**src/rtl/config_port_arbiter_pkg.sv**
```systemverilog
// Shared constants and the read-tracking tag type for the config port B arbiter.
package cfg_arb_pkg;

    localparam int unsigned DEF_N_REQ        = 4;
    localparam int unsigned DEF_ADDR_W       = 6;
    localparam int unsigned DEF_DATA_W       = 16;
    localparam int unsigned DEF_READ_LATENCY = 2;

    // The id field is sized for the largest supported requester count so the
    // tag type can live here, independent of any one instance's N_REQ.
    localparam int unsigned MAX_N_REQ = 8;
    localparam int unsigned TAG_ID_W  = $clog2(MAX_N_REQ);

    typedef struct packed {
        logic                valid;
        logic [TAG_ID_W-1:0] id;
    } tag_t;

endpackage

```
**src/rtl/config_port_arbiter_if.sv**
```systemverilog
// Requester-side and BRAM port B signals of the config port arbiter.
interface config_port_arbiter_if
    import cfg_arb_pkg::*;
#(
    parameter int unsigned N_REQ  = DEF_N_REQ,
    parameter int unsigned ADDR_W = DEF_ADDR_W,
    parameter int unsigned DATA_W = DEF_DATA_W
);

    logic [N_REQ-1:0]             REQ;
    logic [N_REQ-1:0]             REQ_WE;
    logic [N_REQ-1:0][ADDR_W-1:0] REQ_ADDR;
    logic [N_REQ-1:0][DATA_W-1:0] REQ_DIN;
    logic [N_REQ-1:0]             GNT;
    logic [N_REQ-1:0]             RVALID;
    logic [DATA_W-1:0]            RDATA;
    logic [ADDR_W-1:0]            BRAM_ADDR;
    logic                         BRAM_WE;
    logic [DATA_W-1:0]            BRAM_DIN;
    logic [DATA_W-1:0]            BRAM_DOUT;

    // Arbiter side
    modport slave (
        input  REQ, REQ_WE, REQ_ADDR, REQ_DIN, BRAM_DOUT,
        output GNT, RVALID, RDATA, BRAM_ADDR, BRAM_WE, BRAM_DIN
    );

    // Requesters plus BRAM side
    modport master (
        output REQ, REQ_WE, REQ_ADDR, REQ_DIN, BRAM_DOUT,
        input  GNT, RVALID, RDATA, BRAM_ADDR, BRAM_WE, BRAM_DIN
    );

endinterface

```
**src/rtl/config_port_arbiter_rr_picker.sv**
```systemverilog
// Combinational round-robin pick: first set request at or after ptr, wrapping.
module rr_picker
    import cfg_arb_pkg::*;
#(
    parameter int unsigned N_REQ = DEF_N_REQ,
    parameter int unsigned PTR_W = $clog2(DEF_N_REQ)
)(
    input  logic [N_REQ-1:0] req,
    input  logic [PTR_W-1:0] ptr,
    output logic [N_REQ-1:0] pick,
    output logic             valid,
    output logic [PTR_W-1:0] idx
);

    // Scan N_REQ positions starting at ptr; the first hit wins
    always_comb begin
        int unsigned cand;
        pick  = '0;
        valid = 1'b0;
        idx   = '0;
        cand  = 0;
        for (int unsigned k = 0; k < N_REQ; k++) begin
            cand = (32'(ptr) + k) % N_REQ;
            if (!valid && req[PTR_W'(cand)]) begin
                valid                = 1'b1;
                idx                  = PTR_W'(cand);
                pick[PTR_W'(cand)]   = 1'b1;
            end
        end
    end

endmodule

```
**src/rtl/config_port_arbiter.sv**
```systemverilog
// Round-robin arbiter serializing single-word requester accesses onto BRAM
// port B, with a tag pipeline that routes read data back to its requester.
module config_port_arbiter
    import cfg_arb_pkg::*;
#(
    parameter int unsigned N_REQ        = DEF_N_REQ,
    parameter int unsigned ADDR_W       = DEF_ADDR_W,
    parameter int unsigned DATA_W       = DEF_DATA_W,
    parameter int unsigned READ_LATENCY = DEF_READ_LATENCY
)(
    input  logic                 CLK,
    input  logic                 RST_N,
    config_port_arbiter_if.slave bus
);

    localparam int unsigned PTR_W = $clog2(N_REQ);
    // One extra stage covers the issue register in front of the BRAM.
    localparam int unsigned DEPTH = READ_LATENCY + 1;

    logic [PTR_W-1:0]        rr_ptr;
    logic [N_REQ-1:0]        eligible;
    logic [N_REQ-1:0]        pick;
    logic                    pick_valid;
    logic [PTR_W-1:0]        pick_idx;
    logic [ADDR_W-1:0]       sel_addr;
    logic                    sel_we;
    logic [DATA_W-1:0]       sel_din;
    tag_t                    new_tag;
    tag_t [DEPTH-1:0]        tags;
    logic [N_REQ-1:0]        rvalid_next;

    // A requester currently seeing its grant is masked so a held request
    // is not granted twice.
    assign eligible = bus.REQ & ~bus.GNT;

    rr_picker #(
        .N_REQ (N_REQ),
        .PTR_W (PTR_W)
    ) u_picker (
        .req   (eligible),
        .ptr   (rr_ptr),
        .pick  (pick),
        .valid (pick_valid),
        .idx   (pick_idx)
    );

    // Mux the winning requester's access fields and build its tag
    always_comb begin
        sel_addr      = bus.REQ_ADDR[pick_idx];
        sel_we        = bus.REQ_WE[pick_idx];
        sel_din       = sel_we ? bus.REQ_DIN[pick_idx] : '0;
        new_tag       = '0;
        new_tag.valid = pick_valid & ~sel_we;
        new_tag.id    = TAG_ID_W'(pick_idx);
    end

    // Decode the tag leaving the pipeline into a one-hot read-valid
    always_comb begin
        rvalid_next = '0;
        for (int unsigned i = 0; i < N_REQ; i++) begin
            rvalid_next[i] = tags[DEPTH-1].valid && (tags[DEPTH-1].id == TAG_ID_W'(i));
        end
    end

    // Grant issue: register grant, BRAM command and advance rr_ptr
    always_ff @(posedge CLK or negedge RST_N) begin
        if (!RST_N) begin
            bus.GNT       <= '0;
            bus.BRAM_ADDR <= '0;
            bus.BRAM_WE   <= 1'b0;
            bus.BRAM_DIN  <= '0;
            rr_ptr        <= '0;
        end else begin
            bus.GNT <= pick;
            if (pick_valid) begin
                bus.BRAM_ADDR <= sel_addr;
                bus.BRAM_WE   <= sel_we;
                bus.BRAM_DIN  <= sel_din;
                rr_ptr        <= (pick_idx == PTR_W'(N_REQ - 1)) ? '0 : pick_idx + 1'b1;
            end else begin
                bus.BRAM_WE <= 1'b0;
            end
        end
    end

    // Tag shift register tracking each access through the BRAM latency
    always_ff @(posedge CLK or negedge RST_N) begin
        if (!RST_N) begin
            tags <= '0;
        end else begin
            tags <= {tags[DEPTH-2:0], new_tag};
        end
    end

    // Read return: capture BRAM data when a read tag exits the pipeline
    always_ff @(posedge CLK or negedge RST_N) begin
        if (!RST_N) begin
            bus.RVALID <= '0;
            bus.RDATA  <= '0;
        end else begin
            bus.RVALID <= rvalid_next;
            if (tags[DEPTH-1].valid) begin
                bus.RDATA <= bus.BRAM_DOUT;
            end
        end
    end

endmodule
```
**src/flat_wrapper.sv**
```systemverilog
// flat-port wrapper written by rule: the top's interface ports become plain ports
module config_port_arbiter_flat import cfg_arb_pkg::*;
#(
    parameter int unsigned N_REQ        = DEF_N_REQ,
    parameter int unsigned ADDR_W       = DEF_ADDR_W,
    parameter int unsigned DATA_W       = DEF_DATA_W,
    parameter int unsigned READ_LATENCY = DEF_READ_LATENCY
)
  (CLK, RST_N, bus_REQ, bus_REQ_WE, bus_REQ_ADDR, bus_REQ_DIN, bus_BRAM_DOUT, bus_GNT, bus_RVALID, bus_RDATA, bus_BRAM_ADDR, bus_BRAM_WE, bus_BRAM_DIN);
  config_port_arbiter_if #(.N_REQ(N_REQ), .ADDR_W(ADDR_W), .DATA_W(DATA_W)) bus_i ();
  input  logic CLK;
  input  logic RST_N;
  input wire logic [$bits(bus_i.REQ)-1:0] bus_REQ;
  input wire logic [$bits(bus_i.REQ_WE)-1:0] bus_REQ_WE;
  input wire logic [$bits(bus_i.REQ_ADDR)-1:0] bus_REQ_ADDR;
  input wire logic [$bits(bus_i.REQ_DIN)-1:0] bus_REQ_DIN;
  input wire logic [$bits(bus_i.BRAM_DOUT)-1:0] bus_BRAM_DOUT;
  output wire logic [$bits(bus_i.GNT)-1:0] bus_GNT;
  output wire logic [$bits(bus_i.RVALID)-1:0] bus_RVALID;
  output wire logic [$bits(bus_i.RDATA)-1:0] bus_RDATA;
  output wire logic [$bits(bus_i.BRAM_ADDR)-1:0] bus_BRAM_ADDR;
  output wire logic [$bits(bus_i.BRAM_WE)-1:0] bus_BRAM_WE;
  output wire logic [$bits(bus_i.BRAM_DIN)-1:0] bus_BRAM_DIN;
  assign bus_i.REQ = bus_REQ;
  assign bus_i.REQ_WE = bus_REQ_WE;
  assign bus_i.REQ_ADDR = bus_REQ_ADDR;
  assign bus_i.REQ_DIN = bus_REQ_DIN;
  assign bus_i.BRAM_DOUT = bus_BRAM_DOUT;
  assign bus_GNT = bus_i.GNT;
  assign bus_RVALID = bus_i.RVALID;
  assign bus_RDATA = bus_i.RDATA;
  assign bus_BRAM_ADDR = bus_i.BRAM_ADDR;
  assign bus_BRAM_WE = bus_i.BRAM_WE;
  assign bus_BRAM_DIN = bus_i.BRAM_DIN;
  config_port_arbiter #(.N_REQ(N_REQ), .ADDR_W(ADDR_W), .DATA_W(DATA_W), .READ_LATENCY(READ_LATENCY)) u_core (.CLK(CLK), .RST_N(RST_N), .bus(bus_i));
endmodule
```
**config.mk**
```make
export PLATFORM = sky130hd
export DESIGN_NAME = config_port_arbiter_flat
export DESIGN_NICKNAME = d
export VERILOG_FILES = /design/src/rtl/config_port_arbiter_pkg.sv /design/src/rtl/config_port_arbiter_if.sv /design/src/rtl/config_port_arbiter_rr_picker.sv /design/src/rtl/config_port_arbiter.sv /design/src/flat_wrapper.sv
export SDC_FILE = /design/constraint.sdc
export NUM_CORES = 1
export LEC_CHECK = 0
export BUFFER_PORTS_ARGS = -buffer_cell sky130_fd_sc_hd__buf_2
export CORE_MARGIN = 2
export CORE_UTILIZATION = 42
export DETAILED_ROUTE_END_ITERATION = 16
export HOLD_SLACK_MARGIN = 0.02
export PLACE_DENSITY = 0.85
export SLEW_MARGIN = 30
export SYNTH_ARGS = -nofsm -noshare
export SYNTH_HDL_FRONTEND = slang
export SYNTH_SLANG_ARGS = --single-unit
export TNS_END_PERCENT = 50
```
**constraint.sdc**
```tcl
create_clock -name CLK -period 2.85 [get_ports CLK]
set_clock_uncertainty 0.15 [all_clocks]
set_input_delay 0.57 -clock CLK [delete_from_list [all_inputs] [get_ports CLK]]
set_output_delay 0.57 -clock CLK [all_outputs]
set_load 0.02 [all_outputs]
```
== Word-level counts from Yosys, hierarchy flattened ==
Cells that the tools add are included.
Storage, ports and cells
  flip-flop bits (word level): 58
  latch bits: 0
  memory bits (writable): 0
  memory bits (read-only): 0
  input port bits: 114
  output and inout bits: 47
  word-level logic and storage cells: 89
  memories: 0
Operators by class
  add/sub/neg operators: 4
  multipliers: 0
  divide/modulo/power cells: 0
  magnitude comparators: 9
  equal/unequal tests: 4
  shift-type cells: 0
  muxes and demuxes: 37
  bitwise operators: 7
  reduce and logical (&&, ||, !) cells: 15
Operator list (number)
  $bmux 16 s2: 1
  $mux 16: 2
  $mux 4: 4
  $lt 2x3->1 const B: 5
  $mux 1: 14
  $bmux 6 s2: 1
  $or 4x4->4: 3
  $logic_and 1x1->1: 11
  $bmux 1 s2: 5
  $mux 2: 5
  $demux 1 s2: 4
  $ge 2x1->1 const B: 4
  $eq 2x2->1 const B: 3
  $mux 6: 1
  $add 2x1->2 const B: 2
  $add 2x2->2 const B: 2
  $and 4x4->4: 1
  $not 4->4: 1
  $logic_not 1->1: 3
  $logic_not 3->1: 1
  $eq 2x1->1 const B: 1
  $and 1x1->1: 1
  $not 1->1: 1

== Depth between registers and ports, before layout ==
  depth in word-level cells: 18
  mapped depth: 12

== Hierarchy ==
Synthesis repeated with hierarchy kept, for this count alone.
Unflattened totals
  cells, all modules: 228
  area total of the unflattened synthesis: 3089.2 um^2
Modules (own cells, without submodules)
  config_port_arbiter: times used 1, cells an instance 183, area an instance 2670.1 um^2, seq. area each 1451.4 um^2
  rr_picker: times used 1, cells an instance 45, area an instance 419.2 um^2, seq. area each 0.0 um^2

== Least setup slack after synthesis ==
No wires, ideal clock.
  path type: reg-to-reg
  from: register u_core.rr_ptr[0]
  to: register u_core.bus.BRAM_WE
  arrival time: 2590 ps
  required time: 2581 ps
  path slack: -9 ps
  cell stages (with the launch flop): 11
  clock period less this slack: 2859 ps
  path through: dfrtp_1 -> buf_2 -> inv_1 -> ha_1 -> or2b_1 -> nor4_1 -> o31ai_1 -> a22o_1 -> buf_6 -> mux4_2 -> and2_1
Between the ends
  word-level cells in the longest chain between the ends: 15
RTL lines
  start, declared: RTL line config_port_arbiter.sv:20  | logic [PTR_W-1:0] rr_ptr;
  start signal, assigned: RTL line config_port_arbiter.sv:79  | rr_ptr <= (pick_idx == PTR_W'(N_REQ - 1)) ? '0 : pick_idx + 1'b1;
  branches (longest 14 deep; another with $add 2x1->2)
  $mux 1 (*): RTL line config_port_arbiter.sv:75  | if (pick_valid) begin
  end signal, assigned: RTL line config_port_arbiter.sv:77  | bus.BRAM_WE <= sel_we;
  end, declared: RTL line config_port_arbiter_if.sv:25  | output GNT, RVALID, RDATA, BRAM_ADDR, BRAM_WE, BRAM_DIN
Mark *: on every way between the ends. The select of a mux whose other input is x is not followed.
A chain may end at the register's enable or synchronous reset.

== Worst setup path in the final report ==
  from: register u_core.rr_ptr[0]
  to: register u_core.bus.BRAM_ADDR[3]
Between the ends
  word-level cells in the longest chain between the ends: 14
RTL lines
  branches (longest 14 deep; another with $add 2x1->2)
  end signal, assigned: RTL line config_port_arbiter.sv:76  | bus.BRAM_ADDR <= sel_addr;
  end, declared: RTL line config_port_arbiter_if.sv:25
Several ways; the timed one is not identified. The select of a mux whose other input is x is not followed.

==> impl_metrics.yaml <==
critical_path:
  worst_ep_arrival_time_ps: 2770
  ff2ff_path_depth: 9
  crit_path_end_kind: "flip-flop"
  cp.required_ps: 2910
  crit_path_start_kind: "flip-flop"
  crit_path_max_fanout: 11
  reg2reg_slack_ps: 140
  r2r_end: "u_core.bus.BRAM_ADDR[3]"
  critPathKind: "reg2reg"
  r2r_start: "u_core.rr_ptr[0]"
timing:
  timing.fmax_mhz: 370
  rsz0062_at_grt: "false"
  drv_slew: 0
  final.setup.tns_ps: 0
  max-slew-margin-rel_pct: 45.9
  finalHoldViolCount: 0
  finalCritPeriodShare_pct: 94.9
  finalSetupViolations: 0
  layout_min_cycle_time_ps: 2710
  worst_pin_slew_ps: 801
global_route:
  grt_max_degree: 39
  antenna_found_initial: 0
  grt_pass1_vias: 3316
  grt_pass1_wl_um: 15600
  grt_usage_pct: 22.8
  grt.overflow.total: 0
clock_network:
  clock-sinks: 58
  cts-root-buf: "clkbuf_8"
  cts.path.max_buffers: 2
  htree_levels: 3
  clk_pin_slew_worst_paths_ps: 70
  insertion_delay_ps: 320
  cts_tree: "built"
  cts_buffers: 9
  cts_setup_buffers: 0
  postCtsHoldBufs: 0
pwr:
  p_leak_nw: 2.31
  vdd_drop_max_mv: 0.704
  power_density_nw_per_um2: 1280
place:
  dp_hpwl_um: 7390
  io_buffers: 160
  routabilityCongestion: 0.910
final_layout:
  syn2layout_area_growth_pct: 35.0
  fin_util_pct: 58.4
  final_nets: 614
  num_antenna_cells: 0
  final_cell_mix: "160 x buf_2, 58 x dfrtp_1, 34 x nand2_1"
  mostFrequentLayoutCell: "buf_2"
  drive_gt1_share_pct: 44.8
status:
  status: "finished, final reports clean"
synth:
  netlist_instances: 328
  synth.avg_cell_area_um2: 10.1
  synth_cell_types: 38
  yosys.area.top_type: "dfrtp_1"
  yosysWarningCount: 0
  synth_area_um2: 3330
  ys_ff_latch: 58
  synth_area_leaders: "dfrtp_1 44%, a311oi_1 8.7%, mux2_2 6.4%"
  syn-num-nets: 450
  synth_top_area_share_pct: 43.6
  seq_area_frac_synth_pct: 43.6
detailed_routing:
  first_iter_violations: 170
  vias: 3398
  wirelength_um: 10000
  viasPerCell: 5.69
  wl_per_cell_um: 16.8
  drcViolationCount: 0
  ant_nets: 0
  first_pass_iters: 5
flow_run:
  cap_violations: 0
floorplan:
  dieArea_um2: 8650
  die_y_um: 93.0
  start_util_pct: 43.3
  rows: 32
  io_pins: 161
  die_w_um: 93.0
  core-area_um2: 7690
min_path:
  hold_class: "in2async"
-- layout make-up --
type	instances	area, um^2
fillers	672	3190
clock inverters	3	40.0
multi-input cells	233	1710
clock buffers	11	151
repair buffers	179	968
flip-flops and latches	58	1450
inverters	11	43.8
well taps	102	128
-- stage by stage --
step | hold WS [ps] | power, mW | cell area (um^2) | worst slack (ps) | std cells
final | 73.4 | 5.73 | 4490 | 144 | 597
after global routing | 82.7 | 6.13 | 4490 | 21.3 | 597
after CTS | 68.9 | 5.73 | 4490 | 55.8 | 597
after detailed placement | 185 | 4.96 | 4300 | 43.7 | 583
after global placement | 183 | 4.81 | 4300 | 152 | 583
after floorplan | 124 | 3.85 | 3330 | 41.8 | 328
-- cells by family after synthesis --
logic type	share of synthesized area (%)
simple gates	17.6
compound gates	18.1
flops	43.6
buf+inv	5.19
mux	12.2
fa+ha+maj	3.01
xor+xnor	0.263
-- worst max-delay path by stage --
stage               cells after the start                       to  slack, ps        startpoint
floorplan                              10       u_core.bus.BRAM_WE         40  u_core.rr_ptr[0]
global placement                       10  u_core.bus.BRAM_ADDR[1]        150        bus_REQ[0]
detailed placement                      9  u_core.bus.BRAM_ADDR[3]         40  u_core.rr_ptr[0]
CTS                                     9  u_core.bus.BRAM_ADDR[3]         60  u_core.rr_ptr[0]
global route                            9  u_core.bus.BRAM_ADDR[0]         20  u_core.rr_ptr[1]
finish                                  9  u_core.bus.BRAM_ADDR[3]        140  u_core.rr_ptr[0]
-- registers in the layout, indices dropped and copies added, names as in the netlist --
signal,cells
u_core.bus.BRAM_DIN,16
u_core.bus.RDATA,16
u_core.tags,9
u_core.bus.BRAM_ADDR,6
u_core.bus.GNT,4
u_core.bus.RVALID,4
u_core.rr_ptr,2
u_core.bus.BRAM_WE,1
-- report_power, final --
| group | switching (mW) | total, mW | internal [mW] | leakage [nW] |
|---|---|---|---|---|
| Clock | 0.308 | 0.747 | 0.439 | 0.101 |
| Sequential | 0.257 | 1.50 | 1.25 | 0.704 |
| Combinational | 2.01 | 3.48 | 1.47 | 1.50 |
-- routing by layer --
metal / GRT usage (%) / up-vias / part of all wire, %
li1: - / 1563 / -
met3: 4.75 / 35 / 7.2
met4: 10.7 / 0 / 3.3
met1: 30.0 / 1607 / 41
met5: 0 / - / 0
met2: 36.1 / 193 / 48
-- critical path, cell delays in order (launching register included) --
cell	delay, ps
dfrtp_1	360
inv_1	80
ha_2	380
or2b_1	250
nor4_1	220
o31ai_1	150
a22o_2	310
inv_4	150
mux2_2	360
a211oi_1	190
-- synthesized netlist by cell type --
cell type,instances
mux2_2,19
clkbuf_1,15
o31ai_1,17
buf_4,3
o211ai_1,3
a22o_1,1
o2111ai_2,1
nor2_1,23
nor4_1,4
mux4_2,1
nor3b_1,2
ha_1,8
mux2i_1,17
nand3b_1,1
a21oi_1,1
a211oi_1,4
and3_1,33
inv_1,7
a222oi_1,4
a221oi_1,1
xnor2_1,1
o311ai_4,1
or2b_1,3
inv_2,4
nor3_1,3
buf_2,6
dfrtp_1,58
or3b_1,1
nand3_1,3
o21ai_0,3
nor2b_1,5
and2_1,1
o41ai_1,1
nand2_1,34
a311oi_1,33
nand2b_1,3
o22ai_1,1
buf_6,2
-- what timing repair did --
action,CTS,global route
endpoints found under the setup margin,0,5
hold endpoints to repair,0,0
gates resized for setup,0,3
No activity file was read; power rests on OpenSTA's default activity.
